`src/rtl/sc_level_progress_counter.sv`:
```
// sc_level_progress_counter: level and per-level progress producer for the level FSM handshake
// Ports:
//   SC_LEVEL_PROGRESS_CLOCK_50             clock, rising edge
//   SC_LEVEL_PROGRESS_RESET_InHigh         asynchronous active-high reset
//   SC_LEVEL_PROGRESS_Start_In             start button, rising edge starts the game
//   SC_LEVEL_PROGRESS_FrogAdvance_In       frog moved up a row, rising edge counts
//   SC_LEVEL_PROGRESS_FrogDeath_In         level-sensitive progress clear
//   SC_LEVEL_PROGRESS_LevelFinished_In     level complete flag from the level FSM
//   SC_LEVEL_PROGRESS_StartCount_In        1 = counting inhibited
//   SC_LEVEL_PROGRESS_FinishedGame_In      active-low game-over flag (informational only)
//   SC_LEVEL_PROGRESS_CurrentLevel_Out     current level, 0 = no game
//   SC_LEVEL_PROGRESS_LvlProgressCount_Out rows advanced in this level
//   SC_LEVEL_PROGRESS_LevelUp_Out          one-cycle pulse while the level increments
module sc_level_progress_counter #(
    parameter int LEVEL_DATAWIDTH    = 3,
    parameter int PROGRESS_DATAWIDTH = 5,
    parameter int PROGRESS_TARGET    = 20,
    parameter int MAX_LEVEL          = 3,
    parameter int STATE_DATAWIDTH    = 3
) (
    input  logic                          SC_LEVEL_PROGRESS_CLOCK_50,
    input  logic                          SC_LEVEL_PROGRESS_RESET_InHigh,
    input  logic                          SC_LEVEL_PROGRESS_Start_In,
    input  logic                          SC_LEVEL_PROGRESS_FrogAdvance_In,
    input  logic                          SC_LEVEL_PROGRESS_FrogDeath_In,
    input  logic                          SC_LEVEL_PROGRESS_LevelFinished_In,
    input  logic                          SC_LEVEL_PROGRESS_StartCount_In,
    input  logic                          SC_LEVEL_PROGRESS_FinishedGame_In,
    output logic [LEVEL_DATAWIDTH-1:0]    SC_LEVEL_PROGRESS_CurrentLevel_Out,
    output logic [PROGRESS_DATAWIDTH-1:0] SC_LEVEL_PROGRESS_LvlProgressCount_Out,
    output logic                          SC_LEVEL_PROGRESS_LevelUp_Out
);
    localparam logic [STATE_DATAWIDTH-1:0] S_IDLE = STATE_DATAWIDTH'(0);
    localparam logic [STATE_DATAWIDTH-1:0] S_PLAY = STATE_DATAWIDTH'(1);
    localparam logic [STATE_DATAWIDTH-1:0] S_ADV  = STATE_DATAWIDTH'(2);
    localparam logic [STATE_DATAWIDTH-1:0] S_HOLD = STATE_DATAWIDTH'(3);
    localparam logic [STATE_DATAWIDTH-1:0] S_DONE = STATE_DATAWIDTH'(4);
    localparam logic [LEVEL_DATAWIDTH-1:0]    LVL_END = LEVEL_DATAWIDTH'(MAX_LEVEL + 1);
    localparam logic [PROGRESS_DATAWIDTH-1:0] TARGET  = PROGRESS_DATAWIDTH'(PROGRESS_TARGET);

    logic [STATE_DATAWIDTH-1:0]    state_q, state_d;
    logic [LEVEL_DATAWIDTH-1:0]    level_q, level_d, level_inc;
    logic [PROGRESS_DATAWIDTH-1:0] count_q, count_d;
    logic                          levelup_q, levelup_d;
    logic                          start_q, adv_q;
    logic                          start_edge, adv_edge, count_ok;
    logic                          unused_finished_game;

    // Game-over is already implied by the DONE state; the flag is accepted but not needed.
    assign unused_finished_game = SC_LEVEL_PROGRESS_FinishedGame_In;

    assign start_edge = SC_LEVEL_PROGRESS_Start_In & ~start_q;
    assign adv_edge   = SC_LEVEL_PROGRESS_FrogAdvance_In & ~adv_q;
    assign count_ok   = adv_edge & ~SC_LEVEL_PROGRESS_StartCount_In & (count_q < TARGET);
    assign level_inc  = (level_q < LVL_END) ? level_q + LEVEL_DATAWIDTH'(1) : level_q;

    always_ff @(posedge SC_LEVEL_PROGRESS_CLOCK_50 or posedge SC_LEVEL_PROGRESS_RESET_InHigh) begin
        if (SC_LEVEL_PROGRESS_RESET_InHigh) begin
            state_q   <= S_IDLE;
            level_q   <= '0;
            count_q   <= '0;
            levelup_q <= 1'b0;
            start_q   <= 1'b0;
            adv_q     <= 1'b0;
        end else begin
            state_q   <= state_d;
            level_q   <= level_d;
            count_q   <= count_d;
            levelup_q <= levelup_d;
            start_q   <= SC_LEVEL_PROGRESS_Start_In;
            adv_q     <= SC_LEVEL_PROGRESS_FrogAdvance_In;
        end
    end

    always_comb begin
        state_d = S_IDLE;
        case (state_q)
            S_IDLE:  state_d = start_edge ? S_PLAY : S_IDLE;
            S_PLAY:  state_d = SC_LEVEL_PROGRESS_LevelFinished_In ? S_ADV : S_PLAY;
            S_ADV:   state_d = S_HOLD;
            S_HOLD:  state_d = (level_q == LVL_END) ? S_DONE :
                               SC_LEVEL_PROGRESS_LevelFinished_In ? S_HOLD : S_PLAY;
            S_DONE:  state_d = S_DONE;
            default: state_d = S_IDLE;
        endcase
    end

    // Outputs are registered; the ADVANCE values are loaded on the edge that enters
    // ADVANCE so LevelUp is high exactly while the state register holds ADVANCE.
    always_comb begin
        level_d   = '0;
        count_d   = '0;
        levelup_d = 1'b0;
        case (state_q)
            S_IDLE:  level_d = start_edge ? LEVEL_DATAWIDTH'(1) : '0;
            S_PLAY: begin
                level_d   = SC_LEVEL_PROGRESS_LevelFinished_In ? level_inc : level_q;
                levelup_d = SC_LEVEL_PROGRESS_LevelFinished_In;
                count_d   = SC_LEVEL_PROGRESS_LevelFinished_In ? '0 :
                            SC_LEVEL_PROGRESS_FrogDeath_In ? '0 :
                            count_ok ? count_q + PROGRESS_DATAWIDTH'(1) : count_q;
            end
            S_ADV:   level_d = level_q;
            S_HOLD:  level_d = level_q;
            S_DONE:  level_d = LVL_END;
            default: level_d = '0;
        endcase
    end

    assign SC_LEVEL_PROGRESS_CurrentLevel_Out     = level_q;
    assign SC_LEVEL_PROGRESS_LvlProgressCount_Out = count_q;
    assign SC_LEVEL_PROGRESS_LevelUp_Out          = levelup_q;
endmodule

```
`config.mk`:
```
export PLATFORM = sky130hd
export DESIGN_NAME = sc_level_progress_counter
export DESIGN_NICKNAME = d
export VERILOG_FILES = /design/src/rtl/sc_level_progress_counter.sv
export SDC_FILE = /design/constraint.sdc
export NUM_CORES = 1
export LEC_CHECK = 0
export CAP_MARGIN = 20
export CORE_MARGIN = 5
export CORE_UTILIZATION = 54
export CTS_BUF_LIST = sky130_fd_sc_hd__clkbuf_8
export DETAILED_ROUTE_END_ITERATION = 12
export MAX_ROUTING_LAYER = met4
export PLACE_DENSITY = 0.85
export SYNTH_ARGS = -nofsm -noshare
export SYNTH_HDL_FRONTEND = slang
export SYNTH_SLANG_ARGS = --single-unit
```
`constraint.sdc`:
```
create_clock -name SC_LEVEL_PROGRESS_CLOCK_50 -period 3.9 [get_ports SC_LEVEL_PROGRESS_CLOCK_50]
set_input_delay 0.78 -clock SC_LEVEL_PROGRESS_CLOCK_50 [delete_from_list [all_inputs] [get_ports SC_LEVEL_PROGRESS_CLOCK_50]]
set_output_delay 0.78 -clock SC_LEVEL_PROGRESS_CLOCK_50 [all_outputs]
set_load 0.05 [all_outputs]
```
==> impl_metrics.yaml, run 1 <==
worst_setup_path:
  crit_path_end_kind: "output port"
  cp.required_ns: 3.12
  cp_slowest_cell: "clkdlybuf4s50_1"
  crit_path_cell_trace: "clkdlybuf4s50_1"
  critPathMaxStageDelay_ns: 0.84
  crit_fanout: 6
  crit_family: "buffers and inverters"
  cp_num_buf_inv: 1
  crit_arrival_ns: 1.51
  cp-start-kind: "flip-flop"
  crit_type: "reg2out"
cts:
  path_clk_slew_ns: 0.05
  cts_htree_levels: 1
  cts_tree: "built"
  cts_root_buf: "clkbuf_8"
  clk_path_buf_depth: 2
  cts-buffers-inserted: 3
  cts_setup_buffers: 0
  cts_resized: 0
  cts.sinks: 14
  clock_latency_ns: 0.24
  hold_buffers: 0
pwr:
  irDropWorstVdd_mv: 0.389
  powerDensity_nw_per_um2: 586
  leakage_nw: 0.399
placed_design:
  portBuffers: 15
  place.gp.congestion: 0.845
  dp_hpwl_mm: 1.19
  dp_cells: 102
sta:
  fmaxAchievable_mhz: 437
  hold_viol_final: 0
  slew_headroom: 0.650
  tightest_slew_ns: 0.524
  drv_slew: 0
  finClkSkew_ns: 0.00345
  finalSetupViolations: 0
  post-route-period-util: 0.586
  period_minus_slack_ns: 2.29
  rsz0062_at_grt: "false"
  setup-tns-final_ns: 0
min_path:
  hold_path.class: "reg2reg"
floorplanning:
  coreArea_um2: 1280
  die_w_um: 46.9
  rows: 13
  start_util: 0.571
  dieHeight_um: 46.9
  dieArea_um2: 2190
  pin_count: 17
job:
  cap_viol_max_count: 0
outcome:
  status: "finished clean"
routing:
  remaining_drc_errors: 0
  via_count: 615
  dr.pass1.iters: 4
  drt_iter0_drc: 11
  ant_nets: 0
  viasPerCell: 5.86
  avgRoutedWirePerCell_um: 14.6
  totalWireLength_mm: 1.53
cells_and_area:
  area_growth_syn_to_layout_pct: 28.0
  num-fill-cells: 93
  final_nets: 103
  drive_gt1_frac: 0.0778
  antenna_cells: 0
  instances_no_fill: 105
grt:
  grt_max_degree: 15
  grt_pass1_vias: 571
  grt_overflow: 0
  grt_pass1_wl_mm: 2.43
  groute.usage.overall: 0.165
  grt_antenna_before_repair: 0
synthesis:
  synth-main-ff-cell: "dfrtp_1"
  synth_cell_types: 31
  post_synth.cell_area_avg_um2: 10.0
  postSynth.asyncResetShare: 1.00
  ys_ff_latch: 14
  synth_top_area_frac: 0.478
  yosysTopAreaCell: "dfrtp_1"
  synthesis.nets: 84
  synth_cells: 73
  netlist_area_um2: 733
  synth_edf_count: 0
  yosysSeqAreaShare: 0.478
  yosysWarnings: 0
  synth_area_leaders: "dfrtp_1, ha_1, o21ai_0"
flip-flops by register name, summed over array words and instances (netlist names):
signal and cells:
SC_LEVEL_PROGRESS_CurrentLevel_Out 3, SC_LEVEL_PROGRESS_LevelUp_Out 1, SC_LEVEL_PROGRESS_LvlProgressCount_Out 5, adv_q 1, start_q 1, state_q 3
power breakdown:
group	switching, mW	internal, mW
clock	0.0442	0.0680
sequential	0.0404	0.175
combinational	0.131	0.0905
layout by cell type (no fill, tap or decap), drive strengths merged, types with 2 or more instances in the layout:
cell | Yosys | layout
nand3 | 3 | 3
clkbuf | 0 | 3
nand4 | 2 | 2
or3b | 2 | 2
nor2b | 3 | 3
ha | 3 | 3
o22ai | 2 | 2
nor2 | 3 | 3
dfrtp | 14 | 14
nand2 | 4 | 4
inv | 5 | 5
clkdlybuf4s50 | 0 | 15
or3 | 2 | 2
a21oi | 5 | 5
o21ai | 6 | 6
nand2b | 3 | 3
worst register-to-register path, cell delays in order (launching register included):
cell and delay (ns):
dfrtp_1 0.39, and4bb_2 0.31, or4b_1 0.46, a21oi_1 0.16
final timing paths:
path / to / slack, ns / startpoint / cells past startpoint
max in group asynchronous: start_q$_DFF_PP0_ / 2.70 / SC_LEVEL_PROGRESS_RESET_InHigh / 2
hold reg to reg: SC_LEVEL_PROGRESS_LvlProgressCount_Out[1]$_DFFE_PP0P_ / 0.59 / SC_LEVEL_PROGRESS_LvlProgressCount_Out[1]$_DFFE_PP0P_ / 2
setup reg to reg: SC_LEVEL_PROGRESS_LvlProgressCount_Out[3]$_DFFE_PP0P_ / 2.50 / adv_q$_DFF_PP0_ / 3
min in group asynchronous: SC_LEVEL_PROGRESS_CurrentLevel_Out[0]$_DFFE_PP0P_ / 0.86 / SC_LEVEL_PROGRESS_RESET_InHigh / 2
hold / removal: SC_LEVEL_PROGRESS_LvlProgressCount_Out[1]$_DFFE_PP0P_ / 0.59 / SC_LEVEL_PROGRESS_LvlProgressCount_Out[1]$_DFFE_PP0P_ / 2
setup / recovery: SC_LEVEL_PROGRESS_CurrentLevel_Out[2] / 1.61 / SC_LEVEL_PROGRESS_CurrentLevel_Out[2]$_DFFE_PP0P_ / 1
cell usage after synthesis, types with 2 or more instances:
library cell and number:
o22ai_1 2, nand2b_1 3, inv_1 5, ha_1 3
nand2_1 4, a21oi_1 5, or3_1 2, nor2b_1 3
nand4_1 2, o21ai_0 6, nor2_1 3, dfrtp_1 14
nand3_1 3
metal layers:
metal | vias up | GRT usage | share of wire
li1 | 306 | - | -
met1 | 284 | 0.199 | 0.44
met2 | 23 | 0.252 | 0.48
met3 | 2 | 0.0651 | 0.075
met4 | 0 | 0.0552 | 0.0059
met5 | - | - | 0
cell type report:
| cell class | count | area (um^2) | share of cell area |
|---|---|---|---|
| repair buffers | 15 | 150 | 0.160 |
| clock buffers | 3 | 41.3 | 0.0440 |
| inverters | 5 | 18.8 | 0.0200 |
| flip-flops and latches | 14 | 350 | 0.373 |
| well taps | 15 | 18.8 | 0.0200 |
| multi-input cells | 53 | 359 | 0.383 |
per-stage QoR:
| step | util | area [um^2] | power (mW) | setup slack [ns] | hold slack, ns |
|---|---|---|---|---|---|
| final | 0.730 | 938 | 0.549 | 1.61 | 0.586 |
| after CTS | 0.730 | 938 | 0.552 | 1.61 | 0.590 |
| after global routing | 0.730 | 938 | 0.588 | 1.57 | 0.632 |
| after global placement | 0.698 | 897 | 0.433 | 1.65 | 0.571 |
| after detailed placement | 0.698 | 897 | 0.439 | 1.63 | 0.581 |
| after floorplan | - | 733 | 0.371 | 2.21 | 0.539 |
cell families (layout without fill, tap and decap cells):
group | Yosys count | after routing | synth area share
DFF | 14 | 14 | 0.478
and+or+nand+nor | 27 | 27 | 0.234
AOI/OAI and AO/OA | 23 | 23 | 0.205
adders and majority gates | 3 | 3 | 0.0512
buffers and inverters | 6 | 23 | 0.0324
Power figures use the tool's default switching activity.
==> inputs of run 2 (changes only) <==
--- a/config.mk
+++ b/config.mk
@@ -7,11 +7,11 @@
 export LEC_CHECK = 0
 export CAP_MARGIN = 20
 export CORE_MARGIN = 5
-export CORE_UTILIZATION = 54
+export CORE_UTILIZATION = 50
 export CTS_BUF_LIST = sky130_fd_sc_hd__clkbuf_8
 export DETAILED_ROUTE_END_ITERATION = 12
 export MAX_ROUTING_LAYER = met4
-export PLACE_DENSITY = 0.85
+export PLACE_DENSITY = 0.8
 export SYNTH_ARGS = -nofsm -noshare
 export SYNTH_HDL_FRONTEND = slang
 export SYNTH_SLANG_ARGS = --single-unit
==> constraint.sdc (replaced) <==
create_clock -name SC_LEVEL_PROGRESS_CLOCK_50 -period 2.2 [get_ports SC_LEVEL_PROGRESS_CLOCK_50]
set_input_delay 0.44 -clock SC_LEVEL_PROGRESS_CLOCK_50 [delete_from_list [all_inputs] [get_ports SC_LEVEL_PROGRESS_CLOCK_50]]
set_output_delay 0.44 -clock SC_LEVEL_PROGRESS_CLOCK_50 [all_outputs]
set_load 0.05 [all_outputs]
==> impl_metrics.yaml, run 2 (synthesis results as in run 1) <==
cts:
  cts_resized: 0
  cts_tree: "built"
  cts-buffers-inserted: 3
  cts_root_buf: "clkbuf_8"
  cts.sinks: 14
  cts_htree_levels: 1
  clock_latency_ns: 0.25
  clk_path_buf_depth: 2
  cts_setup_buffers: 0
  hold_buffers: 0
  path_clk_slew_ns: 0.06
worst_setup_path:
  cp_num_buf_inv: 1
  cp-start-kind: "flip-flop"
  ff2ff_path_depth: 3
  ff2ff_setup_slack_ns: 0.79
  critPathMaxStageDelay_ns: 0.84
  crit_path_end_kind: "output port"
  cp_slowest_cell: "clkdlybuf4s50_1"
  reg2reg_from: "state_q[2]$_DFF_PP0_"
  crit_fanout: 6
  crit_family: "buffers and inverters"
  cp.required_ns: 1.76
  startpoint: "SC_LEVEL_PROGRESS_CurrentLevel_Out[2]$_DFFE_PP0P_"
  reg2reg_to: "SC_LEVEL_PROGRESS_LvlProgressCount_Out[1]$_DFFE_PP0P_"
  crit_arrival_ns: 1.52
  crit_type: "reg2out"
  crit_path_cell_trace: "clkdlybuf4s50_1"
grt:
  grt_pass1_wl_mm: 2.52
  grt_pass1_vias: 562
  groute.usage.overall: 0.169
  grt_max_degree: 15
  grt_antenna_before_repair: 0
  grt_overflow: 0
placed_design:
  place.gp.congestion: 0.796
  dp_cells: 102
  portBuffers: 15
  dp_hpwl_mm: 1.19
sta:
  hold_viol_final: 0
  setup-tns-final_ns: 0
  fmaxAchievable_mhz: 510
  slew_headroom: 0.669
  period_minus_slack_ns: 1.96
  rsz0062_at_grt: "false"
  finClkSkew_ns: 0.00423
  post-route-period-util: 0.890
  drv_slew: 0
  finalSetupViolations: 0
  tightest_slew_ns: 0.494
  timing.hold.ws_ns: 0.509
pwr:
  leakage_nw: 0.406
  p_sw_mw: 0.399
  powerDensity_nw_per_um2: 1080
  power_mw: 1.03
  pwr-share-clk: 0.242
  irDropWorstVdd_mv: 0.643
  p_comb_frac: 0.385
  swShare: 0.389
  p_int_mw: 0.627
  seqPwrFrac: 0.372
routing:
  viasPerCell: 5.99
  totalWireLength_mm: 1.56
  ant_nets: 0
  remaining_drc_errors: 0
  dr.pass1.iters: 4
  drt_iter0_drc: 11
  avgRoutedWirePerCell_um: 14.7
  via_count: 635
cells_and_area:
  largest_register_ffs: 5
  drive_gt1_frac: 0.0879
  final_cell_mix: "clkdlybuf4s50_1, dfrtp_1, o21ai_0, inv_1, a21oi_1"
  area_growth_syn_to_layout_pct: 29.9
  num-fill-cells: 102
  final_nets: 103
  instances_no_fill: 106
  final_common_cell: "clkdlybuf4s50_1"
  antenna_cells: 0
floorplanning:
  dieArea_um2: 2330
  start_util: 0.543
  dieHeight_um: 48.3
  pin_count: 17
  rows: 13
  coreArea_um2: 1350
  die_w_um: 48.3
outcome:
  status: "finished clean"
job:
  cap_viol_max_count: 0
min_path:
  hold_path.class: "in2async"
run 2: cell types whose count changed in the layout (fill, tap and decap cells not counted):
cell / previous run / this run
clkbuf_8: 3 / 4
run 2: worst max path at each step:
stage / endpoint / slack, ns / cells after the start
after floorplan: SC_LEVEL_PROGRESS_LvlProgressCount_Out[3]$_DFFE_PP0P_ / 0.62 / 3
after global placement: SC_LEVEL_PROGRESS_LvlProgressCount_Out[0]$_DFFE_PP0P_ / 0.30 / 4
after detailed placement: SC_LEVEL_PROGRESS_LvlProgressCount_Out[0]$_DFFE_PP0P_ / 0.28 / 4
after CTS: SC_LEVEL_PROGRESS_CurrentLevel_Out[2] / 0.25 / 1
after global routing: SC_LEVEL_PROGRESS_LvlProgressCount_Out[4] / 0.20 / 1
final: SC_LEVEL_PROGRESS_CurrentLevel_Out[2] / 0.24 / 1
run 2: power by group through the flow:
stage	Combinational, mW	Sequential (mW)	Clock (mW)
final	0.395	0.382	0.249
after global placement	0.387	0.383	0
after CTS	0.397	0.381	0.252
after floorplan	0.196	0.461	0
after global routing	0.432	0.393	0.265
after detailed placement	0.395	0.386	0
run 2: metal layers:
layer,track usage,vias to the layer above,part of all wire
met5,-,-,0
li1,-,307,-
met3,0.0443,5,0.053
met2,0.237,19,0.45
met1,0.216,304,0.47
met4,0.0968,0,0.022
run 2: cell type report:
type	instances	area [um^2]	area share
Timing Repair Buffer	15	150	0.158
Clock buffer	4	55.1	0.0578
Tap cell	15	18.8	0.0197
Inverter	5	18.8	0.0197
Multi-Input combinational cell	53	359	0.377
Sequential cell	14	350	0.368
run 2: metrics by stage:
step                instance area [um^2]  setup slack (ns)  utilization
floorplan                            733             0.622            -
global placement                     897             0.301        0.665
detailed placement                   897             0.279        0.665
CTS                                  952             0.249        0.705
global route                         952             0.199        0.705
finish                               952             0.241        0.705
==> RTL change, RTL diff (flow settings as in run 1) <==
Change the parameter `PROGRESS_TARGET` from 20 to 16.
--- a/src/rtl/sc_level_progress_counter.sv
+++ b/src/rtl/sc_level_progress_counter.sv
@@ -14,7 +14,7 @@
 module sc_level_progress_counter #(
     parameter int LEVEL_DATAWIDTH    = 3,
     parameter int PROGRESS_DATAWIDTH = 5,
-    parameter int PROGRESS_TARGET    = 20,
+    parameter int PROGRESS_TARGET    = 16,
     parameter int MAX_LEVEL          = 3,
     parameter int STATE_DATAWIDTH    = 3
 ) (
Check against the original RTL: no difference found for any inputs over 10 cycles, from zero or initial values and one cycle with SC_LEVEL_PROGRESS_RESET_InHigh high; that may be too few to reach the edited logic, so the function may still have changed.
==> RTL change against run 1 <==
- utilization is 0.40 points lower
- final cell count is 4.8% lower
- via count fell by 7.3%
- non-clock buffer count did not move
- design area shrank 3.1%
- sequential cell count is the same
- total power down 0.53%
- area after synthesis shrank 4.9%
- count of clock-buffer cells in the layout is 1 higher
- routed wire length is 11% lower
- worst setup slack gained 0.027 ns
- die area is 3.9% lower
- largest cell class is now registers
==> RTL change: results (changes against run 1) <==
Outcome:
- Outcome: finished clean (unchanged).

Finish:
- The ratio of cells with drive above 1 in the final layout was 7.06% (was 7.78%).
- The post-layout net count was 97 (was 103).
- The final cell count without fillers was 100 (was 105).
- The fraction of area in clock buffers and inverters is 6.05% (was 4.40%).
- The number of non-clock inverters in the layout was 4 (was 5).
- The sequential portion of the cell area is 38.5% (was 37.3%).
- The number of fill cells came to 98 (was 93).
- The clock tree buffer count of the final layout is 4 (was 3).
- The post-route core utilization is 72.6% (was 73.0%).
- The multi-input logic area is 320 µm² (was 359 µm²).

Logic synthesis:
- The share of synthesized area occupied by flip-flops and latches was 50.3% (was 47.8%).
- The average cell area after synthesis is 10.1 µm² (was 10.0 µm²).
- The distinct cell type count of the synthesized netlist is 27 (was 31).
- Largest cells by area after synthesis: sky130_fd_sc_hd__dfrtp_1 50%, sky130_fd_sc_hd__ha_1 5.4%, sky130_fd_sc_hd__a21oi_1 3.6%, sky130_fd_sc_hd__nor3b_1 3.2%, sky130_fd_sc_hd__nand2b_1 2.7% (was sky130_fd_sc_hd__dfrtp_1 48%, sky130_fd_sc_hd__ha_1 5.1%, sky130_fd_sc_hd__o21ai_0 4.1%, sky130_fd_sc_hd__a21oi_1 3.4%, sky130_fd_sc_hd__inv_1 2.6%).
- The total nets after synthesis is 80 (was 84).

Pwr:
- The group drawing the most power is registers (was combinational logic).
- The internal cell power is 346 µW (was 333 µW).
- The peak supply drop is 0.411 mV (was 0.389 mV).
- The static leakage power is 0.379 nW (was 0.399 nW).
- The sequential cell fraction of total power is 39.8% (was 39.2%).
- The total power draw was 547 µW (was 549 µW).
- The power drawn by the combinational cells is 195 µW (was 222 µW).

Critical path:
- The data arrival time of the critical path is 1.48 ns (was 1.51 ns).
- The worst reg2reg path startpoint is SC_LEVEL_PROGRESS_LvlProgressCount_Out[4]$_DFFE_PP0P_ (was adv_q$_DFF_PP0_).

Routing:
- The average wire length per cell after detail routing came to 13.6 µm (was 14.6 µm).
- The wire length on met2 came to 718 µm (was 727 µm).
- The wire length on met3 is 84 µm (was 114 µm).
- The starting DRC count in detailed routing is 7 (was 11).
- The overall via count from detail_route is 570 (was 615).
- The routed length on met1 is 554 µm (was 678 µm).

Place:
- The post-placement cell count is 96 (was 102).
- The HPWL reported at the end of detailed placement is 1.01 mm (was 1.19 mm).
- The placed cell area came to 855 µm² (was 897 µm²).
- The post-place setup slack came to 1.50 ns (was 1.63 ns).
- The weighted congestion reported at the end of routability-driven placement was 0.770 (was 0.845).

Global route:
- The global-route wire length before repair was 2.35 mm (was 2.43 mm).
- The fraction of met1 tracks used by global routing is 18.5% (was 19.9%).
- The overall fraction of global-route tracks in use is 16.0% (was 16.5%).

STA:
- The post-route clock skew is 0.00139 ns (was 0.00345 ns).
- The measured slew at the worst slew-check pin is 0.518 ns (was 0.524 ns).
-- RTL change: cell count changes after synthesis, sizes merged, moves of 2 or more --
cell    change
nor2        +2
nand4       -2
clkbuf      +3
o21ai       -4
nor3b       +2
nand4b      +2
a41oi       +2
or3b        -2
-- RTL change: worst paths after layout --
check                                                                             end  depth (start not counted)  slack [ns]
min in group asynchronous       SC_LEVEL_PROGRESS_LvlProgressCount_Out[1]$_DFFE_PP0P_                          2        0.87
worst min-delay path            SC_LEVEL_PROGRESS_LvlProgressCount_Out[1]$_DFFE_PP0P_                          2        0.57
worst max-delay path                            SC_LEVEL_PROGRESS_CurrentLevel_Out[2]                          1        1.64
worst min register to register  SC_LEVEL_PROGRESS_LvlProgressCount_Out[1]$_DFFE_PP0P_                          2        0.57
worst max register to register  SC_LEVEL_PROGRESS_LvlProgressCount_Out[3]$_DFFE_PP0P_                          3        2.33
max in group asynchronous       SC_LEVEL_PROGRESS_LvlProgressCount_Out[3]$_DFFE_PP0P_                          2        2.69
